**config.mk**
```make
export PLATFORM = sky130hd
export DESIGN_NAME = enemy_hit_tracker_flat
export DESIGN_NICKNAME = d
export VERILOG_FILES = /design/src/rtl/enemy_hit_tracker_if.sv /design/src/rtl/enemy_hit_tracker.sv /design/src/flat_wrapper.sv
export SDC_FILE = /design/constraint.sdc
export NUM_CORES = 1
export LEC_CHECK = 0
export CAP_MARGIN = 20
export CORE_AREA = 2 2 135 137
export CTS_CLUSTER_SIZE = 28
export DETAILED_ROUTE_END_ITERATION = 7
export DIE_AREA = 0 0 137 139
export PLACE_DENSITY_LB_ADDON = 0.25
export SYNTH_ARGS = -nofsm -noshare
export SYNTH_HDL_FRONTEND = slang
export SYNTH_SLANG_ARGS = --single-unit
```
**constraint.sdc**
```tcl
create_clock -name clk -period 3.6 [get_ports clk]
set_input_delay 0.72 -clock clk [delete_from_list [all_inputs] [get_ports clk]]
set_output_delay 0.72 -clock clk [all_outputs]
set_load 0.02 [all_outputs]
```
**src/rtl/enemy_hit_tracker_if.sv**
```systemverilog
// Signal bundle between the enemy hit tracker and the game-side logic
// (formation mover, bullet, renderer, game controller).
interface enemy_hit_tracker_if #(
  parameter int COLS = 8,
  parameter int ROWS = 3
);
  localparam int N     = COLS * ROWS;
  localparam int COL_W = $clog2(COLS);
  localparam int ROW_W = $clog2(ROWS);

  logic [9:0]       form_x;
  logic [9:0]       form_y;
  logic             endgame;
  logic             check_req;
  logic             bullet_active;
  logic [9:0]       bullet_x;
  logic [9:0]       bullet_y;
  logic             wave_restart;
  logic [N-1:0]     alive;
  logic             busy;
  logic             hit;
  logic             bullet_kill;
  logic [COL_W-1:0] hit_col;
  logic [ROW_W-1:0] hit_row;
  logic             done;
  logic [15:0]      score;
  logic             wave_clear;

  modport master (
    output form_x, form_y, endgame, check_req, bullet_active,
           bullet_x, bullet_y, wave_restart,
    input  alive, busy, hit, bullet_kill, hit_col, hit_row, done,
           score, wave_clear
  );

  modport slave (
    input  form_x, form_y, endgame, check_req, bullet_active,
           bullet_x, bullet_y, wave_restart,
    output alive, busy, hit, bullet_kill, hit_col, hit_row, done,
           score, wave_clear
  );
endinterface

```
**src/rtl/enemy_hit_tracker.sv**
```systemverilog
// Keeps the enemy alive bitmap and, per check request, scans the grid one cell
// per clock, killing the first live enemy overlapping the bullet.
module enemy_hit_tracker #(
  parameter int COLS      = 8,
  parameter int ROWS      = 3,
  parameter int CELL_W    = 24,
  parameter int CELL_H    = 24,
  parameter int ENEMY_W   = 16,
  parameter int ENEMY_H   = 12,
  parameter int BULLET_W  = 2,
  parameter int BULLET_H  = 8,
  parameter int SCORE_INC = 10
) (
  input  logic             clk,
  input  logic             reset,
  enemy_hit_tracker_if.slave bus
);
  localparam int N     = COLS * ROWS;
  localparam int COL_W = $clog2(COLS);
  localparam int ROW_W = $clog2(ROWS);
  localparam int IDX_W = $clog2(N);

  typedef enum logic [1:0] {S_IDLE, S_SCAN, S_DONE} state_t;

  state_t           r_state;
  logic             r_busy;
  logic [IDX_W-1:0] r_idx;
  logic [COL_W-1:0] r_col;
  logic [ROW_W-1:0] r_row;
  logic [9:0]       r_bx;
  logic [9:0]       r_by;
  logic [9:0]       r_fx;
  logic [10:0]      r_x0;
  logic [10:0]      r_y0;
  logic [N-1:0]     r_alive;
  logic [15:0]      r_score;
  logic             r_hit;
  logic             r_bullet_kill;
  logic [COL_W-1:0] r_hit_col;
  logic [ROW_W-1:0] r_hit_row;
  logic             r_done;
  logic             r_wave_clear;

  logic [10:0] w_bx;
  logic [10:0] w_by;
  logic        w_overlap;
  logic        w_start;
  logic        w_kill;
  logic        w_last;
  logic [16:0] w_score_sum;
  logic [15:0] w_score_next;

  // Cell origin (r_x0/r_y0) is stepped incrementally; widened to 11 bits so nothing wraps.
  assign w_bx = {1'b0, r_bx};
  assign w_by = {1'b0, r_by};
  assign w_overlap = (w_bx < (r_x0 + 11'(ENEMY_W))) &&
                     ((w_bx + 11'(BULLET_W)) > r_x0) &&
                     (w_by < (r_y0 + 11'(ENEMY_H))) &&
                     ((w_by + 11'(BULLET_H)) > r_y0);

  assign w_start = bus.check_req & bus.bullet_active & ~bus.endgame & ~r_wave_clear;
  assign w_kill  = r_alive[r_idx] & w_overlap;
  assign w_last  = (r_idx == IDX_W'(N - 1));

  assign w_score_sum  = {1'b0, r_score} + 17'(SCORE_INC);
  assign w_score_next = w_score_sum[16] ? 16'hFFFF : w_score_sum[15:0];

  // Control FSM, alive bitmap, score and all registered outputs.
  always_ff @(posedge clk or negedge reset) begin
    if (!reset) begin
      r_state       <= S_IDLE;
      r_busy        <= 1'b0;
      r_idx         <= '0;
      r_col         <= '0;
      r_row         <= '0;
      r_bx          <= 10'd0;
      r_by          <= 10'd0;
      r_fx          <= 10'd0;
      r_x0          <= 11'd0;
      r_y0          <= 11'd0;
      r_alive       <= '1;
      r_score       <= 16'd0;
      r_hit         <= 1'b0;
      r_bullet_kill <= 1'b0;
      r_hit_col     <= '0;
      r_hit_row     <= '0;
      r_done        <= 1'b0;
      r_wave_clear  <= 1'b0;
    end else begin
      r_hit         <= 1'b0;
      r_bullet_kill <= 1'b0;
      r_done        <= 1'b0;
      r_wave_clear  <= (r_alive == '0);
      // A wave restart beats any kill and aborts a scan silently.
      if (bus.wave_restart) begin
        r_alive      <= '1;
        r_wave_clear <= 1'b0;
        r_state      <= S_IDLE;
        r_busy       <= 1'b0;
      end else begin
        case (r_state)
          S_IDLE: begin
            if (w_start) begin
              r_bx    <= bus.bullet_x;
              r_by    <= bus.bullet_y;
              r_fx    <= bus.form_x;
              r_x0    <= {1'b0, bus.form_x};
              r_y0    <= {1'b0, bus.form_y};
              r_idx   <= '0;
              r_col   <= '0;
              r_row   <= '0;
              r_state <= S_SCAN;
              r_busy  <= 1'b1;
            end else begin
              r_state <= S_IDLE;
            end
          end
          S_SCAN: begin
            if (w_kill) begin
              r_alive[r_idx] <= 1'b0;
              r_hit          <= 1'b1;
              r_bullet_kill  <= 1'b1;
              r_hit_col      <= r_col;
              r_hit_row      <= r_row;
              r_score        <= w_score_next;
              r_state        <= S_DONE;
            end else if (w_last) begin
              r_state <= S_DONE;
            end else begin
              r_idx <= r_idx + IDX_W'(1);
              if (r_col == COL_W'(COLS - 1)) begin
                r_col <= '0;
                r_row <= r_row + ROW_W'(1);
                r_x0  <= {1'b0, r_fx};
                r_y0  <= r_y0 + 11'(CELL_H);
              end else begin
                r_col <= r_col + COL_W'(1);
                r_x0  <= r_x0 + 11'(CELL_W);
              end
            end
          end
          S_DONE: begin
            r_done  <= 1'b1;
            r_state <= S_IDLE;
            r_busy  <= 1'b0;
          end
          default: begin
            r_state <= S_IDLE;
            r_busy  <= 1'b0;
          end
        endcase
      end
    end
  end

  assign bus.alive       = r_alive;
  assign bus.busy        = r_busy;
  assign bus.hit         = r_hit;
  assign bus.bullet_kill = r_bullet_kill;
  assign bus.hit_col     = r_hit_col;
  assign bus.hit_row     = r_hit_row;
  assign bus.done        = r_done;
  assign bus.score       = r_score;
  assign bus.wave_clear  = r_wave_clear;
endmodule

```
**src/flat_wrapper.sv**
```systemverilog
// flat-port wrapper written by rule: the top's interface ports become plain ports
module enemy_hit_tracker_flat 
#(
  parameter int COLS      = 8,
  parameter int ROWS      = 3,
  parameter int CELL_W    = 24,
  parameter int CELL_H    = 24,
  parameter int ENEMY_W   = 16,
  parameter int ENEMY_H   = 12,
  parameter int BULLET_W  = 2,
  parameter int BULLET_H  = 8,
  parameter int SCORE_INC = 10
)
  (clk, reset, bus_form_x, bus_form_y, bus_endgame, bus_check_req, bus_bullet_active, bus_bullet_x, bus_bullet_y, bus_wave_restart, bus_alive, bus_busy, bus_hit, bus_bullet_kill, bus_hit_col, bus_hit_row, bus_done, bus_score, bus_wave_clear);
  enemy_hit_tracker_if #(.COLS(COLS), .ROWS(ROWS)) bus_i ();
  input  logic clk;
  input  logic reset;
  input wire logic [$bits(bus_i.form_x)-1:0] bus_form_x;
  input wire logic [$bits(bus_i.form_y)-1:0] bus_form_y;
  input wire logic [$bits(bus_i.endgame)-1:0] bus_endgame;
  input wire logic [$bits(bus_i.check_req)-1:0] bus_check_req;
  input wire logic [$bits(bus_i.bullet_active)-1:0] bus_bullet_active;
  input wire logic [$bits(bus_i.bullet_x)-1:0] bus_bullet_x;
  input wire logic [$bits(bus_i.bullet_y)-1:0] bus_bullet_y;
  input wire logic [$bits(bus_i.wave_restart)-1:0] bus_wave_restart;
  output wire logic [$bits(bus_i.alive)-1:0] bus_alive;
  output wire logic [$bits(bus_i.busy)-1:0] bus_busy;
  output wire logic [$bits(bus_i.hit)-1:0] bus_hit;
  output wire logic [$bits(bus_i.bullet_kill)-1:0] bus_bullet_kill;
  output wire logic [$bits(bus_i.hit_col)-1:0] bus_hit_col;
  output wire logic [$bits(bus_i.hit_row)-1:0] bus_hit_row;
  output wire logic [$bits(bus_i.done)-1:0] bus_done;
  output wire logic [$bits(bus_i.score)-1:0] bus_score;
  output wire logic [$bits(bus_i.wave_clear)-1:0] bus_wave_clear;
  assign bus_i.form_x = bus_form_x;
  assign bus_i.form_y = bus_form_y;
  assign bus_i.endgame = bus_endgame;
  assign bus_i.check_req = bus_check_req;
  assign bus_i.bullet_active = bus_bullet_active;
  assign bus_i.bullet_x = bus_bullet_x;
  assign bus_i.bullet_y = bus_bullet_y;
  assign bus_i.wave_restart = bus_wave_restart;
  assign bus_alive = bus_i.alive;
  assign bus_busy = bus_i.busy;
  assign bus_hit = bus_i.hit;
  assign bus_bullet_kill = bus_i.bullet_kill;
  assign bus_hit_col = bus_i.hit_col;
  assign bus_hit_row = bus_i.hit_row;
  assign bus_done = bus_i.done;
  assign bus_score = bus_i.score;
  assign bus_wave_clear = bus_i.wave_clear;
  enemy_hit_tracker #(.COLS(COLS), .ROWS(ROWS), .CELL_W(CELL_W), .CELL_H(CELL_H), .ENEMY_W(ENEMY_W), .ENEMY_H(ENEMY_H), .BULLET_W(BULLET_W), .BULLET_H(BULLET_H), .SCORE_INC(SCORE_INC)) u_core (.clk(clk), .reset(reset), .bus(bus_i));
endmodule
```
==> results.md, run 1 <==
- Status: completed
- Storage element area: approximately 2900 µm²
- Fin crit share: about 95%
- Non-filler cells, final: 1059
- RR Startpoint: u_core.r_y0[3]
- CP Max Fanout: 18
- Post-synthesis async set-or-reset flop share: 100%
- EDFF count, synth: 0
- Register area share after synthesis: a little over 40%
- Fin. Hold Viols: 0
- Crit path DAT: 3720 ps
- Antenna diodes: 0
- Worst setup path endpoint: u_core.bus.score[12]
- Worst slew pin tran: 861 ps
- Vias in the first global route: 5680
- Sw frac: 33.6%
- Final Max Slew Viols: 0
- Final #Nets: 918
- Comb pwr share: 31.2%
- Tot GR Track Use: a little under a fifth
- Critical Path RT: 3910 ps
- Largest net degree at the start of global routing: 45
- Post-Syn Nets: around 820
- Flop pwr share: 34.5%
- Ys flop type: dfrtp_1
- Dpl cells: 1024
- Core area: 17700 µm²
- Crit. Startpoint: u_core.r_y0[3]
- IO Port Bufs: between 90 and 100
- # setup viols final: 0
- Max-Cap Viols: 0
- Register clock-pin slew on the reported worst setup and hold paths: roughly 60 ps
- Average size of a mapped cell: 9.63 µm²
- Clock power frac: around a third
- Vias/cell: 5.40
- NetSw: ~1.6 mW
- CTS tree: yes
- Cell taking the most area after synthesis: dfrtp_1
- Die area: 19000 µm²
- Seq cells post-synth: 113
- Htree depth: 4
- Max Fclk: between 200 and 300 MHz
- Final min period: 3400 ps
- GRT overflow: 0
- Max VDD drop: 0.371 mV
- Routed WL: around 17000 µm
- Pre-antenna DRT Iters: 5
- Global-route wire length before repair: 28900 µm
- Fin util: 50.0%
- Share of cells above drive strength 1: 18.1%
- Hold crit path type: in -> async
- Multi-input gate area: approximately 3800 µm²
- Hold Buf Count CTS: 0
- Leakage Power: 3.80 nW
- Unrepaired setup endpoints after global routing: yes
- Initial antenna violation count: 0
- Area Growth Syn to Fin: 28.1%
- R2r setup slk: 200 ps
- Initial Utilization: between 30% and 40%
- Placer congestion estimate: approximately 0.91
- Fill cell count: approximately 1700
- Post-DRT Antenna Nets: 0
- Vias: 5714
- Area share of the leading cell type in the synthesized netlist: 32.3%
- Worst R2R End: u_core.bus.score[12]
- Most frequent cell after synthesis: dfrtp_1
- Post-Syn Instances: 716
- Die height: roughly 140 µm
- Clock latency on the worst-skew pair: between 400 and 500 ps
- Synth top area cells: dfrtp_1 (32%), ha_1 (10%), dfstp_2 (9.1%), mux2_2 (6.0%), nand2_1 (3.3%)
- Unique masters post-synth: 63
- Chip width: 137 µm
- R2R depth: 15
- Drt first-iter violations: ~340
- # clock sinks: 113
- Cell-internal power: between 3 and 4 mW
- Wire per inst: 16.1 µm
- Std-Cell Rows: 49
- Root Buffer: clkbuf_16
- Critical path startpoint category: flip-flop
- DP HPWL: ~12000 µm
- Setup TNS: 0 ps
- Max clock buf depth: 2
- Final Skew: 12.1 ps
- CTS buffer count: 17
- Yosys warnings: 0
- Io pins: 96
- Mapped cell area: 6890 µm²
- CP endpoint kind: flip-flop
- Post-synth top cells: dfrtp_1 (89), nand2_1 (61), nor2_1 (56), ha_1 (55), o21ai_0 (43)
- Cell Pwr Density: between 500 and 600 nW/µm²
- Crit Path Category: reg -> reg
- Drt drc: 0
- Max-slew headroom: 42.6%
-- flip-flops by register name (all words and copies together) (netlist names), 5 cells and up --
register          flops
u_core.r_fx          10
u_core.r_idx          5
u_core.r_y0          11
u_core.r_bx          10
u_core.r_x0          11
u_core.r_by          10
u_core.bus.score     16
u_core.bus.alive     24
-- repair_timing --
action / in CTS / in global routing
resized for setup: 0 / 13
setup buffers: 0 / 3
setup endpoints to repair: 0 / 42
endpoints found under the hold margin: 0 / 0
-- cells by family after synthesis --
kind of cell    synth area share, %
fa+ha+maj                      9.98
compound gates                 14.8
simple gates                   17.4
buf+inv                        4.56
flops                          41.5
xor+xnor                       3.43
mux                            8.44
-- worst min-delay path by stage --
| stage | startpoint | end | slack, ps | depth (start not counted) |
|---|---|---|---|---|
| 3_3_place_gp | u_core.bus.score[0] | u_core.bus.score[0] | 460 | 1 |
| 3_5_place_dp | u_core.bus.score[0] | u_core.bus.score[0] | 470 | 1 |
| 5_1_grt | reset | u_core.r_idx[0] | 360 | 1 |
| 4_1_cts | reset | u_core.r_idx[0] | 320 | 1 |
| 2_1_floorplan | reset | u_core.bus.busy | 420 | 0 |
| 6_report | reset | u_core.r_idx[2] | 320 | 1 |
-- power by group through the flow --
| stage | logic [mW] | registers, mW | clock network, mW |
|---|---|---|---|
| global route | 1.72 | 1.70 | 1.75 |
| global placement | 1.43 | 1.67 | 0 |
| floorplan | 1.00 | 1.64 | 0 |
| detailed placement | 1.45 | 1.68 | 0 |
| finish | 1.50 | 1.66 | 1.65 |
| CTS | 1.46 | 1.66 | 1.68 |
-- layout by cell type (no fill, tap or decap), types with 9 or more instances in the layout --
| master | synthesis | routed |
|---|---|---|
| nor2b_1 | 10 | 9 |
| nor3_1 | 11 | 11 |
| buf_4 | 2 | 22 |
| nand3_1 | 29 | 29 |
| nor2_1 | 56 | 55 |
| a31oi_1 | 24 | 24 |
| clkdlybuf4s50_1 | 0 | 94 |
| ha_1 | 55 | 55 |
| and3_1 | 13 | 13 |
| o21ai_0 | 43 | 43 |
| dfrtp_1 | 89 | 89 |
| nand2_1 | 61 | 61 |
| a21o_1 | 9 | 9 |
| mux2_2 | 37 | 37 |
| xnor2_1 | 23 | 22 |
| a21oi_1 | 39 | 37 |
| inv_1 | 34 | 34 |
| nand4_1 | 11 | 11 |
| clkbuf_16 | 0 | 17 |
| dfstp_2 | 24 | 24 |
-- cell type report --
type	count	share of cell area, %
Multi-Input combinational cell	530	42.9
Inverter	35	1.57
Clock buffer	19	5.02
Sequential cell	113	32.4
Timing Repair Buffer	120	13.3
Clock inverter	13	1.59
Tap cell	229	3.25
-- per-stage QoR --
stage / worst slack [ps] / instance area, µm² / power [mW] / hold WS, ps
finish: 197 / 8830 / 4.82 / 322
global route: -47.9 / 8830 / 5.17 / 357
CTS: 28.5 / 8730 / 4.81 / 325
detailed placement: 33.4 / 8140 / 3.13 / 465
global placement: 93.1 / 8140 / 3.11 / 457
floorplan: 354 / 6890 / 2.64 / 424
-- metal layers --
layer,share of wire (%),vias to the layer above,track usage [%]
met1,48,2748,26.6
met2,46,145,29.3
met4,1.4,0,5.48
li1,-,2800,-
met5,0,-,0
met3,4.9,21,4.31
-- critical path, cell delays in order, from the launching register on --
cell and delay [ps]:
dfrtp_1 380, inv_1 70, buf_4 150, ha_1 190, nand3b_1 250, xnor2_1 180, ha_1 310, nand3_1 90
nand2_1 60, a211o_1 300, o221ai_2 140, nand4_1 180, or3_4 430, inv_8 140, nand4_2 110, mux2_4 320
Power figures use the tool's default switching activity.
==> run 2: changes to the inputs <==
--- a/config.mk
+++ b/config.mk
@@ -5,11 +5,13 @@
 export SDC_FILE = /design/constraint.sdc
 export NUM_CORES = 1
 export LEC_CHECK = 0
+export ABC_AREA = 1
 export CAP_MARGIN = 20
-export CORE_AREA = 2 2 135 137
+export CORE_AREA = 2 2 139 141
 export CTS_CLUSTER_SIZE = 28
 export DETAILED_ROUTE_END_ITERATION = 7
-export DIE_AREA = 0 0 137 139
+export DIE_AREA = 0 0 141 143
+export HOLD_SLACK_MARGIN = 0.12
 export PLACE_DENSITY_LB_ADDON = 0.25
 export SYNTH_ARGS = -nofsm -noshare
 export SYNTH_HDL_FRONTEND = slang
==> run 2 against run 1 <==
Compared with the run above: cell count is 20% higher; clock power about the same; non-clock buffer count is 15 lower; synthesized cell count increased by 30%; largest power group unchanged; combinational power rose by 9%; die area grew 5.9%; global-route usage up 0.064 points; highest routed layer unchanged; maximum frequency grew 7.1%; count of clock-buffer cells in the layout up 3.
==> results.md, run 2 <==
- Commonest non-fill, non-tap cell in the layout: nand2_1
- Vias in the first global route: 6232 (+9.7%)
- Cell-internal power: 3.18 mW (-0.71%)
- Status: completed
- Flop pwr share: 34.1% (-0.4 points)
- Htree depth: 4 (unchanged)
- Register area share after synthesis: 38.9% (-2.5 points)
- Placer congestion estimate: 0.812 (-11%)
- Wire per inst: 14.5 µm (-10%)
- Register clock-pin slew on the reported worst setup and hold paths: 60 ps (about the same)
- Largest register FFs: 24 (unchanged)
- Most frequent cell after synthesis: nand2_1
- Critical Path RT: 3900 ps (about the same)
- Unrepaired setup endpoints after global routing: yes
- Die area: 20200 µm² (+5.9%)
- Most frequent cells in the layout: nand2_1 (265), clkdlybuf4s50_1 (94), dfrtp_1 (89), inv_1 (84)
- Cell Pwr Density: 552 nW/µm² (+1.2%)
- Max-Cap Viols: 0 (unchanged)
- Final #Nets: 1123 (+22%)
- Final Max Slew Viols: 0 (unchanged)
- Post-synthesis async set-or-reset flop share: 100% (unchanged)
- Dpl cell area: 8440 µm² (+3.7%)
- Post-Syn Nets: 1033 (+26%)
- Hold crit path type: in -> async
- Ys flop type: dfrtp_1
- Crit Path Category: reg -> reg
- NetSw: 1.82 mW (+12%)
- Global-route wire length before repair: 31000 µm (+7.2%)
- Clock latency on the worst-skew pair: 420 ps (about the same)
- Final min period: 3180 ps (-225 ps)
- Tot GR Track Use: 19.1% (+0.064 points)
- Comb pwr share: 32.8% (+1.6 points)
- Unique masters post-synth: 44 (-30%)
- # setup viols final: 0 (unchanged)
- Sw frac: 36.4% (+2.8 points)
- R2R depth: 7 (-8)
- EDFF count, synth: 0 (unchanged)
- Drt drc: 0 (unchanged)
- Mapped cell area: 7340 µm² (+6.5%)
- Vias/cell: 5.07 (-6.1%)
- Clock power frac: 33.0% (-1.3 points)
- Yosys warnings: 0 (unchanged)
- Root Buffer: clkbuf_16
- Synth top area cells: dfrtp_1 (30%), nand2_1 (14%), ha_1 (9.4%), dfstp_2 (8.6%), inv_1 (4.3%)
- Crit path DAT: 3480 ps (-240 ps)
- Average size of a mapped cell: 7.88 µm² (-18%)
- Core area: 18600 µm² (+5.2%)
- Post-synth top cells: nand2_1 (265), dfrtp_1 (89), inv_1 (84), nand3_1 (62), nor2_1 (61)
- Area Growth Syn to Fin: 23.1%
- Pre-antenna DRT Iters: 5 (unchanged)
- Cell taking the most area after synthesis: dfrtp_1
- Antenna diodes: 0 (unchanged)
- Fill cell count: 1831 (+10%)
- CTS tree: yes
- Fin. Hold Viols: 0 (unchanged)
- Leakage Power: 4.25 nW (+12%)
- Vias: 6430 (+13%)
- Post-CTS setup buffers: 0 (unchanged)
- Std-Cell Rows: 50 (+2.0%)
- CP endpoint kind: flip-flop
- CTS buffer count: 17 (unchanged)
- Initial Utilization: 39.5% (+0.48 points)
- Final Cell Area: 9040 µm² (+2.4%)
- Largest net degree at the start of global routing: 65 (+44%)
- Max clock buf depth: 2 (unchanged)
- Seq cells post-synth: 113 (unchanged)
- GRT overflow: 0 (unchanged)
- Share of cells above drive strength 1: 11.5% (-6.6 points)
- Routed WL: 18400 µm (+7.6%)
- Critical path startpoint category: flip-flop
- CP Max Fanout: 14 (-4)
- Max VDD drop: 0.312 mV (-16%)
- Final hold slack: 287 ps (-35.7 ps)
- Max Fclk: 315 MHz (+7.1%)
- Fin crit share: 88.3% (-6.3 points)
- Worst slew pin tran: 1040 ps (+176 ps)
- Io pins: 96 (unchanged)
- Final Skew: 13.3 ps (+1.14 ps)
- Post-Syn Instances: 932 (+30%)
- Setup TNS: 0 ps (unchanged)
- Post-DRT Antenna Nets: 0 (unchanged)
- DP HPWL: 13000 µm (+6.4%)
- Drt first-iter violations: 406 (+19%)
- Die height: 143 µm (+2.9%)
- Area share of the leading cell type in the synthesized netlist: 30.3% (-2.0 points)
- Storage element area: 2860 µm² (unchanged)
- Chip width: 141 µm (+2.9%)
- Max-slew headroom: 30.9% (-12 points)
- # clock sinks: 113 (unchanged)
- IO Port Bufs: 95 (unchanged)
- Initial antenna violation count: 0 (unchanged)
- Multi-input gate area: 3910 µm² (+3.2%)
run 2: worst max-delay path, stage by stage, from the launching register on:
cell and delay, ps:
dfrtp_1 400, ha_1 170, ha_1 410, inv_1 300, a21oi_1 890, nand3_1 610, nand2_1 200, nand2_1 70
run 2: final cells by class:
type / instances / share of cell area, %
clock buffers: 22 / 5.73
clock inverters: 10 / 0.789
inverters: 90 / 3.79
multi-input cells: 695 / 43.2
flip-flops and latches: 113 / 31.6
well taps: 234 / 3.24
repair buffers: 105 / 11.6
run 2: worst paths after layout:
path | start | endpoint | slack (ps)
setup / recovery | u_core.r_col[0] | u_core.r_y0[3] | 420
hold / removal | reset | u_core.r_by[7] | 290
setup reg to reg | u_core.r_col[0] | u_core.r_y0[3] | 420
hold reg to reg | u_core.bus.alive[15] | u_core.bus.alive[15] | 480
max in group asynchronous | reset | u_core.r_x0[5] | 2570
min in group clk | u_core.bus.alive[15] | u_core.bus.alive[15] | 480
run 2: repair_timing:
action | CTS | global route
hold endpoints to repair | 0 | 0
hold buffers | 0 | 0
endpoints found under the setup margin | 0 | 7
resized for setup | 0 | 0
run 2: metal layers:
layer / track usage (%) / wire (µm)
met1: 26.3 / 8880
met2: 30.5 / 8630
met3: 4.23 / 729
met4: 4.74 / 158
met5: 0 / 0
run 2: kinds of logic after synthesis:
logic type,share of synthesized area (%)
adders and majority gates,9.37
buffers and inverters,8.03
muxes,1.99
and+or+nand+nor,27.8
DFF,38.9
xor gates and xnor gates,4.17
AOI/OAI and AO/OA,9.76
run 2: metrics by stage:
step                setup WS [ps]  power, mW  cells  util, %
floorplan                     865       2.88    932        -
global placement              472       3.32   1236     45.4
detailed placement            439       3.35   1236     45.4
CTS                           419       5.03   1268     48.6
global route                 2.92       5.39   1269     48.6
finish                        423       4.99   1269     48.6
run 2: power by group through the flow:
stage	clock [mW]	sequential, mW	combinational (mW)
floorplan	0	1.69	1.20
global placement	0	1.73	1.60
detailed placement	0	1.72	1.63
CTS	1.68	1.70	1.65
global route	1.74	1.73	1.91
finish	1.65	1.70	1.64
